==> src/rtl/dqn_pkg.sv <==
// Shared types and sizing for the DQN output layer (Q8.8 data, 32-bit accumulators).
// Latency: n/a (declarations and a combinational argmax helper only).
// Backpressure: n/a.
package dqn_pkg;

  localparam int DATA_W   = 16;
  localparam int FRAC_W   = 8;
  localparam int N_HIDDEN = 9;
  localparam int N_OUT    = 5;
  localparam int ACC_W    = 32;

  // FSM encoding kept as plain constants so older tools can consume it.
  typedef logic [1:0] state_t;
  localparam state_t ST_IDLE = 2'd0;
  localparam state_t ST_RUN  = 2'd1;
  localparam state_t ST_FIN  = 2'd2;

  // Index of the largest signed element; strict compare keeps the lowest index on ties.
  function automatic logic [2:0] argmax(input logic [N_OUT-1:0][DATA_W-1:0] v);
    logic [2:0]               best;
    logic signed [DATA_W-1:0] best_v;
    best   = 3'd0;
    best_v = $signed(v[0]);
    for (int i = 1; i < N_OUT; i++) begin
      if ($signed(v[i]) > best_v) begin
        best_v = $signed(v[i]);
        best   = 3'(i);
      end
    end
    return best;
  endfunction

endpackage

==> src/rtl/layer2_forward_if.sv <==
// Bundle of the layer2_forward data/control signals: start, hidden inputs, weight row, results.
// Latency: n/a (wires only).
// Backpressure: none; start is a request level sampled by the engine only when it is idle.
interface layer2_forward_if;
  import dqn_pkg::*;

  logic                     start;
  logic signed [DATA_W-1:0] h_1, h_2, h_3, h_4, h_5, h_6, h_7, h_8, h_9;
  logic [3:0]               ctrl;
  logic signed [DATA_W-1:0] w2_1, w2_2, w2_3, w2_4, w2_5;
  logic signed [DATA_W-1:0] q_1, q_2, q_3, q_4, q_5;
  logic [2:0]               action;
  logic                     busy;
  logic                     done;

  // Requester side: issues start, supplies activations and the weight store read data.
  modport master (
    output start, h_1, h_2, h_3, h_4, h_5, h_6, h_7, h_8, h_9,
    output w2_1, w2_2, w2_3, w2_4, w2_5,
    input  ctrl, q_1, q_2, q_3, q_4, q_5, action, busy, done
  );

  // Engine side.
  modport slave (
    input  start, h_1, h_2, h_3, h_4, h_5, h_6, h_7, h_8, h_9,
    input  w2_1, w2_2, w2_3, w2_4, w2_5,
    output ctrl, q_1, q_2, q_3, q_4, q_5, action, busy, done
  );

endinterface

==> src/rtl/mac_lane.sv <==
// One output lane: acc += (h*w)>>>FRAC_W per enabled cycle, reduced to 16 bits (SATURATE_EN clamps, else wraps).
// Latency: 1 cycle per accumulate; reduced value is combinational from the accumulator.
// Backpressure: none; clr has priority over en.
module mac_lane
  import dqn_pkg::*;
(
  input  logic                     clk,
  input  logic                     rst,
  input  logic                     clr,
  input  logic                     en,
  input  logic signed [DATA_W-1:0] h,
  input  logic signed [DATA_W-1:0] w,
  output logic signed [DATA_W-1:0] red
);

  logic signed [ACC_W-1:0] acc_q, acc_d;
  logic signed [ACC_W-1:0] h_x, w_x, prod;

  // Full-precision signed product, rescaled back to Q8.8 and accumulated.
  always_comb begin
    h_x   = ACC_W'(h);
    w_x   = ACC_W'(w);
    prod  = h_x * w_x;
    acc_d = acc_q;
    if (clr) begin
      acc_d = '0;
    end else if (en) begin
      acc_d = acc_q + (prod >>> FRAC_W);
    end
  end

  // Accumulator register.
  always_ff @(posedge clk) begin
    if (rst) begin
      acc_q <= '0;
    end else begin
      acc_q <= acc_d;
    end
  end

  // Narrow the accumulator to the output format.
  always_comb begin
`ifdef SATURATE_EN
    if (acc_q > ACC_W'(32'sd32767)) begin
      red = 16'sh7FFF;
    end else if (acc_q < ACC_W'(-32'sd32768)) begin
      red = 16'sh8000;
    end else begin
      red = acc_q[DATA_W-1:0];
    end
`else
    red = acc_q[DATA_W-1:0];
`endif
  end

endmodule

==> src/rtl/layer2_forward.sv <==
// Output layer of the Q-network: 9x5 Q8.8 dot products via five mac_lane instances, then argmax (SATURATE_EN selects clamping).
// Latency: start sampled at the end of cycle T -> q/action/done appear in cycle T+11; 12-cycle pass period.
// Backpressure: start ignored while busy and in the done cycle; results hold until the next pass completes.
module layer2_forward
  import dqn_pkg::*;
(
  input  logic            clk,
  input  logic            rst,
  layer2_forward_if.slave io
);

  state_t                       state_q, state_d;
  logic [3:0]                   idx_q, idx_d;
  logic signed [DATA_W-1:0]     h_q [N_HIDDEN];
  logic signed [DATA_W-1:0]     h_d [N_HIDDEN];
  logic [N_OUT-1:0][DATA_W-1:0] q_q, q_d, red;
  logic [2:0]                   action_q, action_d;
  logic                         done_q, done_d;
  logic                         clr, en;
  logic signed [DATA_W-1:0]     h_sel;
  logic signed [DATA_W-1:0]     w_row [N_OUT];

  // Sequencer: latch inputs on start, walk 9 rows, then publish results from FIN.
  always_comb begin
    state_d  = state_q;
    idx_d    = idx_q;
    h_d      = h_q;
    q_d      = q_q;
    action_d = action_q;
    done_d   = 1'b0;
    clr      = 1'b0;
    en       = 1'b0;
    case (state_q)
      ST_IDLE: begin
        // The done cycle is not a start slot, so consumers always see a
        // full result cycle before the next pass begins.
        if (io.start && !done_q) begin
          state_d = ST_RUN;
          idx_d   = 4'd0;
          clr     = 1'b1;
          h_d[0]  = io.h_1;
          h_d[1]  = io.h_2;
          h_d[2]  = io.h_3;
          h_d[3]  = io.h_4;
          h_d[4]  = io.h_5;
          h_d[5]  = io.h_6;
          h_d[6]  = io.h_7;
          h_d[7]  = io.h_8;
          h_d[8]  = io.h_9;
        end
      end
      ST_RUN: begin
        en = 1'b1;
        if (idx_q == 4'(N_HIDDEN - 1)) begin
          state_d = ST_FIN;
        end else begin
          idx_d = idx_q + 4'd1;
        end
      end
      ST_FIN: begin
        state_d  = ST_IDLE;
        q_d      = red;
        action_d = argmax(red);
        done_d   = 1'b1;
      end
      default: begin
        state_d = ST_IDLE;
      end
    endcase
  end

  // State, latched activations and published results.
  always_ff @(posedge clk) begin
    if (rst) begin
      state_q  <= ST_IDLE;
      idx_q    <= '0;
      q_q      <= '0;
      action_q <= '0;
      done_q   <= 1'b0;
      for (int i = 0; i < N_HIDDEN; i++) begin
        h_q[i] <= '0;
      end
    end else begin
      state_q  <= state_d;
      idx_q    <= idx_d;
      q_q      <= q_d;
      action_q <= action_d;
      done_q   <= done_d;
      h_q      <= h_d;
    end
  end

  // Row operands shared by all lanes: the current activation and its weight row.
  always_comb begin
    h_sel = '0;
    if (idx_q < 4'(N_HIDDEN)) begin
      h_sel = h_q[idx_q];
    end
    w_row[0] = io.w2_1;
    w_row[1] = io.w2_2;
    w_row[2] = io.w2_3;
    w_row[3] = io.w2_4;
    w_row[4] = io.w2_5;
  end

  for (genvar g = 0; g < N_OUT; g++) begin : g_lane
    mac_lane u_lane (
      .clk (clk),
      .rst (rst),
      .clr (clr),
      .en  (en),
      .h   (h_sel),
      .w   (w_row[g]),
      .red (red[g])
    );
  end

  // Row address only meaningful while running; parked at 0 otherwise.
  always_comb begin
    io.ctrl   = (state_q == ST_RUN) ? idx_q : 4'd0;
    io.busy   = (state_q != ST_IDLE);
    io.done   = done_q;
    io.action = action_q;
    io.q_1    = q_q[0];
    io.q_2    = q_q[1];
    io.q_3    = q_q[2];
    io.q_4    = q_q[3];
    io.q_5    = q_q[4];
  end

endmodule

==> src/flat_wrapper.sv <==
// flat-port wrapper written by rule: the top's interface ports become plain ports
module layer2_forward_flat import dqn_pkg::*;
  (clk, rst, io_start, io_h_1, io_h_2, io_h_3, io_h_4, io_h_5, io_h_6, io_h_7, io_h_8, io_h_9, io_w2_1, io_w2_2, io_w2_3, io_w2_4, io_w2_5, io_ctrl, io_q_1, io_q_2, io_q_3, io_q_4, io_q_5, io_action, io_busy, io_done);
  layer2_forward_if io_i ();
  input  logic clk;
  input  logic rst;
  input wire logic [$bits(io_i.start)-1:0] io_start;
  input wire logic [$bits(io_i.h_1)-1:0] io_h_1;
  input wire logic [$bits(io_i.h_2)-1:0] io_h_2;
  input wire logic [$bits(io_i.h_3)-1:0] io_h_3;
  input wire logic [$bits(io_i.h_4)-1:0] io_h_4;
  input wire logic [$bits(io_i.h_5)-1:0] io_h_5;
  input wire logic [$bits(io_i.h_6)-1:0] io_h_6;
  input wire logic [$bits(io_i.h_7)-1:0] io_h_7;
  input wire logic [$bits(io_i.h_8)-1:0] io_h_8;
  input wire logic [$bits(io_i.h_9)-1:0] io_h_9;
  input wire logic [$bits(io_i.w2_1)-1:0] io_w2_1;
  input wire logic [$bits(io_i.w2_2)-1:0] io_w2_2;
  input wire logic [$bits(io_i.w2_3)-1:0] io_w2_3;
  input wire logic [$bits(io_i.w2_4)-1:0] io_w2_4;
  input wire logic [$bits(io_i.w2_5)-1:0] io_w2_5;
  output wire logic [$bits(io_i.ctrl)-1:0] io_ctrl;
  output wire logic [$bits(io_i.q_1)-1:0] io_q_1;
  output wire logic [$bits(io_i.q_2)-1:0] io_q_2;
  output wire logic [$bits(io_i.q_3)-1:0] io_q_3;
  output wire logic [$bits(io_i.q_4)-1:0] io_q_4;
  output wire logic [$bits(io_i.q_5)-1:0] io_q_5;
  output wire logic [$bits(io_i.action)-1:0] io_action;
  output wire logic [$bits(io_i.busy)-1:0] io_busy;
  output wire logic [$bits(io_i.done)-1:0] io_done;
  assign io_i.start = io_start;
  assign io_i.h_1 = io_h_1;
  assign io_i.h_2 = io_h_2;
  assign io_i.h_3 = io_h_3;
  assign io_i.h_4 = io_h_4;
  assign io_i.h_5 = io_h_5;
  assign io_i.h_6 = io_h_6;
  assign io_i.h_7 = io_h_7;
  assign io_i.h_8 = io_h_8;
  assign io_i.h_9 = io_h_9;
  assign io_i.w2_1 = io_w2_1;
  assign io_i.w2_2 = io_w2_2;
  assign io_i.w2_3 = io_w2_3;
  assign io_i.w2_4 = io_w2_4;
  assign io_i.w2_5 = io_w2_5;
  assign io_ctrl = io_i.ctrl;
  assign io_q_1 = io_i.q_1;
  assign io_q_2 = io_i.q_2;
  assign io_q_3 = io_i.q_3;
  assign io_q_4 = io_i.q_4;
  assign io_q_5 = io_i.q_5;
  assign io_action = io_i.action;
  assign io_busy = io_i.busy;
  assign io_done = io_i.done;
  layer2_forward u_core (.clk(clk), .rst(rst), .io(io_i));
endmodule
==> config.mk <==
export PLATFORM = sky130hd
export DESIGN_NAME = layer2_forward_flat
export DESIGN_NICKNAME = d
export VERILOG_FILES = /design/src/rtl/dqn_pkg.sv /design/src/rtl/layer2_forward_if.sv /design/src/rtl/mac_lane.sv /design/src/rtl/layer2_forward.sv /design/src/flat_wrapper.sv
export SDC_FILE = /design/constraint.sdc
export NUM_CORES = 2
export LEC_CHECK = 0
export ABC_AREA = 1
export BUFFER_PORTS_ARGS = -buffer_cell sky130_fd_sc_hd__buf_2
export CAP_MARGIN = 40
export CORE_ASPECT_RATIO = 2
export CORE_MARGIN = 4
export CORE_UTILIZATION = 40
export CTS_BUF_LIST = sky130_fd_sc_hd__clkbuf_4
export CTS_CLUSTER_DIAMETER = 120
export DETAILED_ROUTE_END_ITERATION = 12
export SLEW_MARGIN = 20
export SYNTH_ARGS = -nofsm -noshare
export SYNTH_HDL_FRONTEND = slang
export SYNTH_HIERARCHICAL = 1
export SYNTH_SLANG_ARGS = --single-unit
==> constraint.sdc <==
create_clock -name clk -period 25.2 [get_ports clk]
set_input_delay 2.52 -clock clk [delete_from_list [all_inputs] [get_ports clk]]
set_output_delay 2.52 -clock clk [all_outputs]
set_load 0.02 [all_outputs]
==> summary.md <==
| Metric | Value |
|---|---|
| Syn Inst Count | `8026` |
| Placed Area | `61100 µm²` |
| Avg Cell Area, Syn | `7.22 µm²` |
| Largest net degree at the start of global routing | `103` |
| Synth top area cells | `fa_1, inv_1, nand2_1` |
| Slew Limit Fails | `0` |
| Grt total ovfl | `0` |
| Top Ports | `316` |
| Final Cell Area | `around 62000 µm²` |
| Wire length per cell | `19.4 µm` |
| First-pass GRT wire length | `303 mm` |
| DPL Wire Length | `between 150 and 200 mm` |
| Share of layout cells above drive strength 1 | `approximately 8.2%` |
| Post-CTS Hold Buffers | `0` |
| Antenna Nets Post-Route | `0` |
| Distinct cell type count after synthesis | `60` |
| Clock Skew | `slightly below 0.09 ns` |
| Critical path class | `reg -> reg` |
| Number of global-route vias before repair | `about 54000` |
| Worst-Margin Slew | `just over 0.9 ns` |
| Most Crowded Layer GR | `met2` |
| Area Overhead vs Synth | `7.32%` |
| Combined area of the multi-input logic cells | `42400 µm²` |
| Peak Freq | `96.1 MHz` |
| Total core area | `144000 µm²` |
| GPL Wtd Cong | `0.943` |
| Crit. End Element | `flop` |
| Worst Path Max Fanout | `69` |
| Met3 Use GR | `3.59%` |
| GRT met1 Usage | `27.3%` |
| Number of I/O port buffers | `315` |
| GRT met2 Usage | `47.6%` |
| Worst reg-to-reg path cell count | `42` |
| Die footprint | `around 150000 µm²` |
| Post-synth top flop | `dfxtp_1` |
| Max H-tree Level | `3` |
| Synth Cell Area | `57900 µm²` |
| Total routed wirelength | `196 mm` |
| Worst min-delay path class | `reg -> reg` |
| Nets | `9787` |
| Skew-Pair Late Insertion Delay | `1.01 ns` |
| YS warnings | `6` |
| DRC marker count from the first detailed-route iteration | `2858` |
| # DRC | `0` |
| Crit path required time | `approximately 26 ns` |
| Post_cts resized | `0` |
| Final core utilization | `between 40 and 50%` |
| Slowest stage delay, CP | `roughly 0.67 ns` |
| Status | `completed` |
| Slew margin rel. | `39.6%` |
| Row cnt | `197` |
| Timing endpoint of the critical path | `u_core/g_lane[4].u_lane/acc_q[13]` |
| Reg clk slew, reported paths | `0.07 ns` |
| Total track usage | `25.7%` |
| Synth top area share | `32.3%` |
| Post-synthesis register bit count | `314` |
| CTS buffer count | `87` |
| Postcts setup bufs | `0` |
| CTS max path bufs | `3` |
| Post-Synthesis Net Count | `9683` |
| TritonCTS clock tree | `done` |
| Setup WS pre-CTS | `around 15 ns` |
| DRT Pass-1 Iters | `6` |
| Slowest cell on crit path | `buf_4` |
| Top cells by count, synth | `inv_1, nand2_1, fa_1` |
| Worst R2R Start | `u_core/idx_q[0]` |
| Vias per cell | `5.04` |
| Dominant cell type by area after synthesis | `fa_1` |
| Via count | `between 50000 and 60000` |
| Most frequent CP cell | `inv_1` |
| Fillers | `14900` |
| Asr flop ratio synth | `0%` |
| Most common cell in the netlist | `inv_1` |
| RR Endpoint | `u_core/g_lane[4].u_lane/acc_q[13]` |
| Antenna violations before repair | `21` |
| Setup TNS | `0 ns` |
| R2R setup slack | `14.79 ns` |
| Final Hold Viols | `0` |
| Crit path launch type | `flop` |
| Seq/Total Area, Yosys | `10.8%` |
| CTS Root Cell | `clkbuf_4` |
| Clock sinks | `314` |
| Post-synth EDFFs | `0` |
| Fin crit period | `10.41 ns` |
| Critical Path AT | `11.24 ns` |
| Worst Slack Setup Final | `14.79 ns` |
| Initial Util | `40.3%` |
| CP Launch Point | `u_core/idx_q[0]` |
| Chip Width | `277 µm` |
| Crit share post-route | `a little over 40%` |
| RSZ-0062 raised after global routing | `false` |
| Die H | `546 µm` |
| Area taken by flip-flops and latches | `6290 µm²` |
| # setup viols final | `0` |
| Max-Cap Viols | `0` |
[registers in the layout, indices dropped and copies added (netlist names)]
register / count
u_core/io.q_2: 16
u_core/state_q: 2
u_core/h_q: 144
u_core/io.q_1: 16
u_core/io.q_4: 16
u_core/io.q_3: 16
u_core/io.done: 1
u_core/g_lane.u_lane/acc_q: 80
u_core/io.q_5: 16
u_core/idx_q: 4
u_core/io.action: 3
[metrics by stage]
step                      cells  hold WS, ns
after global placement     9923        0.463
after floorplan            8026        0.458
after CTS                 10100        0.485
final                     10100        0.482
after global routing      10100        0.494
after detailed placement   9929        0.467
[worst max-delay path: cells and delay by family (launching register included)]
kind	cells	cell delay (ns)
buffers and inverters	13	3.18
AND/OR/NAND/NOR	6	0.52
adder cells (fa/ha/maj)	8	3.54
AO/OA/AOI/OAI	14	2.49
XOR/XNOR	1	0.16
flip-flops	1	0.31
[cell usage in the layout (no fill, tap or decap), drive strengths merged, types with 2 or more instances in the layout]
cell	instances
a21oi	229
o21a	8
and3b	2
inv	2111
nand3	186
dfxtp	314
o211a	3
fa	935
o21ai	470
diode	9
ha	495
o22ai	17
xor2	90
o21bai	12
nand4	49
and2	4
nand3b	12
nand2	1791
clkbuf	112
nor2	736
clkinv	42
or2	25
nor4	4
a21o	14
xnor2	51
o211ai	30
o221ai	20
a211oi	11
a21boi	5
buf	373
a31oi	9
nor3	22
[area by class of cell]
| type | count | share of cell area, % |
|---|---|---|
| clock buffers | 112 | 1.35 |
| diodes | 9 | 0.0362 |
| multi-input cells | 5237 | 68.1 |
| flip-flops and latches | 314 | 10.1 |
| inverters | 2117 | 12.8 |
| well taps | 1890 | 3.80 |
| clock inverters | 36 | 0.318 |
| repair buffers | 373 | 3.47 |
[worst min path at each step]
stage	from	end	slack, ns	depth (start not counted)
2_1_floorplan	u_core/g_lane[1].u_lane/acc_q[0]	u_core/g_lane[1].u_lane/acc_q[0]	0.46	2
3_3_place_gp	u_core/io.q_4[1]	u_core/io.q_4[1]	0.46	2
3_5_place_dp	u_core/io.q_3[7]	u_core/io.q_3[7]	0.47	2
4_1_cts	u_core/io.q_3[7]	u_core/io.q_3[7]	0.48	2
5_1_grt	u_core/io.q_3[7]	u_core/io.q_3[7]	0.49	2
6_report	u_core/io.q_4[3]	u_core/io.q_4[3]	0.48	2
[kinds of logic (layout without fill, tap and decap cells)]
| group | after synthesis | after routing | share of synthesized area (%) |
|---|---|---|---|
| compound gates | 833 | 833 | 7.98 |
| simple gates | 2832 | 2832 | 19.6 |
| fa+ha+maj | 1430 | 1430 | 43.0 |
| buf+inv | 2475 | 2638 | 16.4 |
| other cells | 0 | 9 | 0 |
| flops | 314 | 314 | 10.8 |
| xor+xnor | 141 | 141 | 2.16 |
| mux | 1 | 1 | 0.0173 |
[routing by layer]
layer  vias up  share of wire, %
li1      23800                 -
met1     24700                35
met2      1714                52
met3       606               5.4
met4        20               7.3
met5         -             0.061
Power is not shown: default switching activity piles up to over one toggle a cycle in this logic, so the estimate is an artifact.
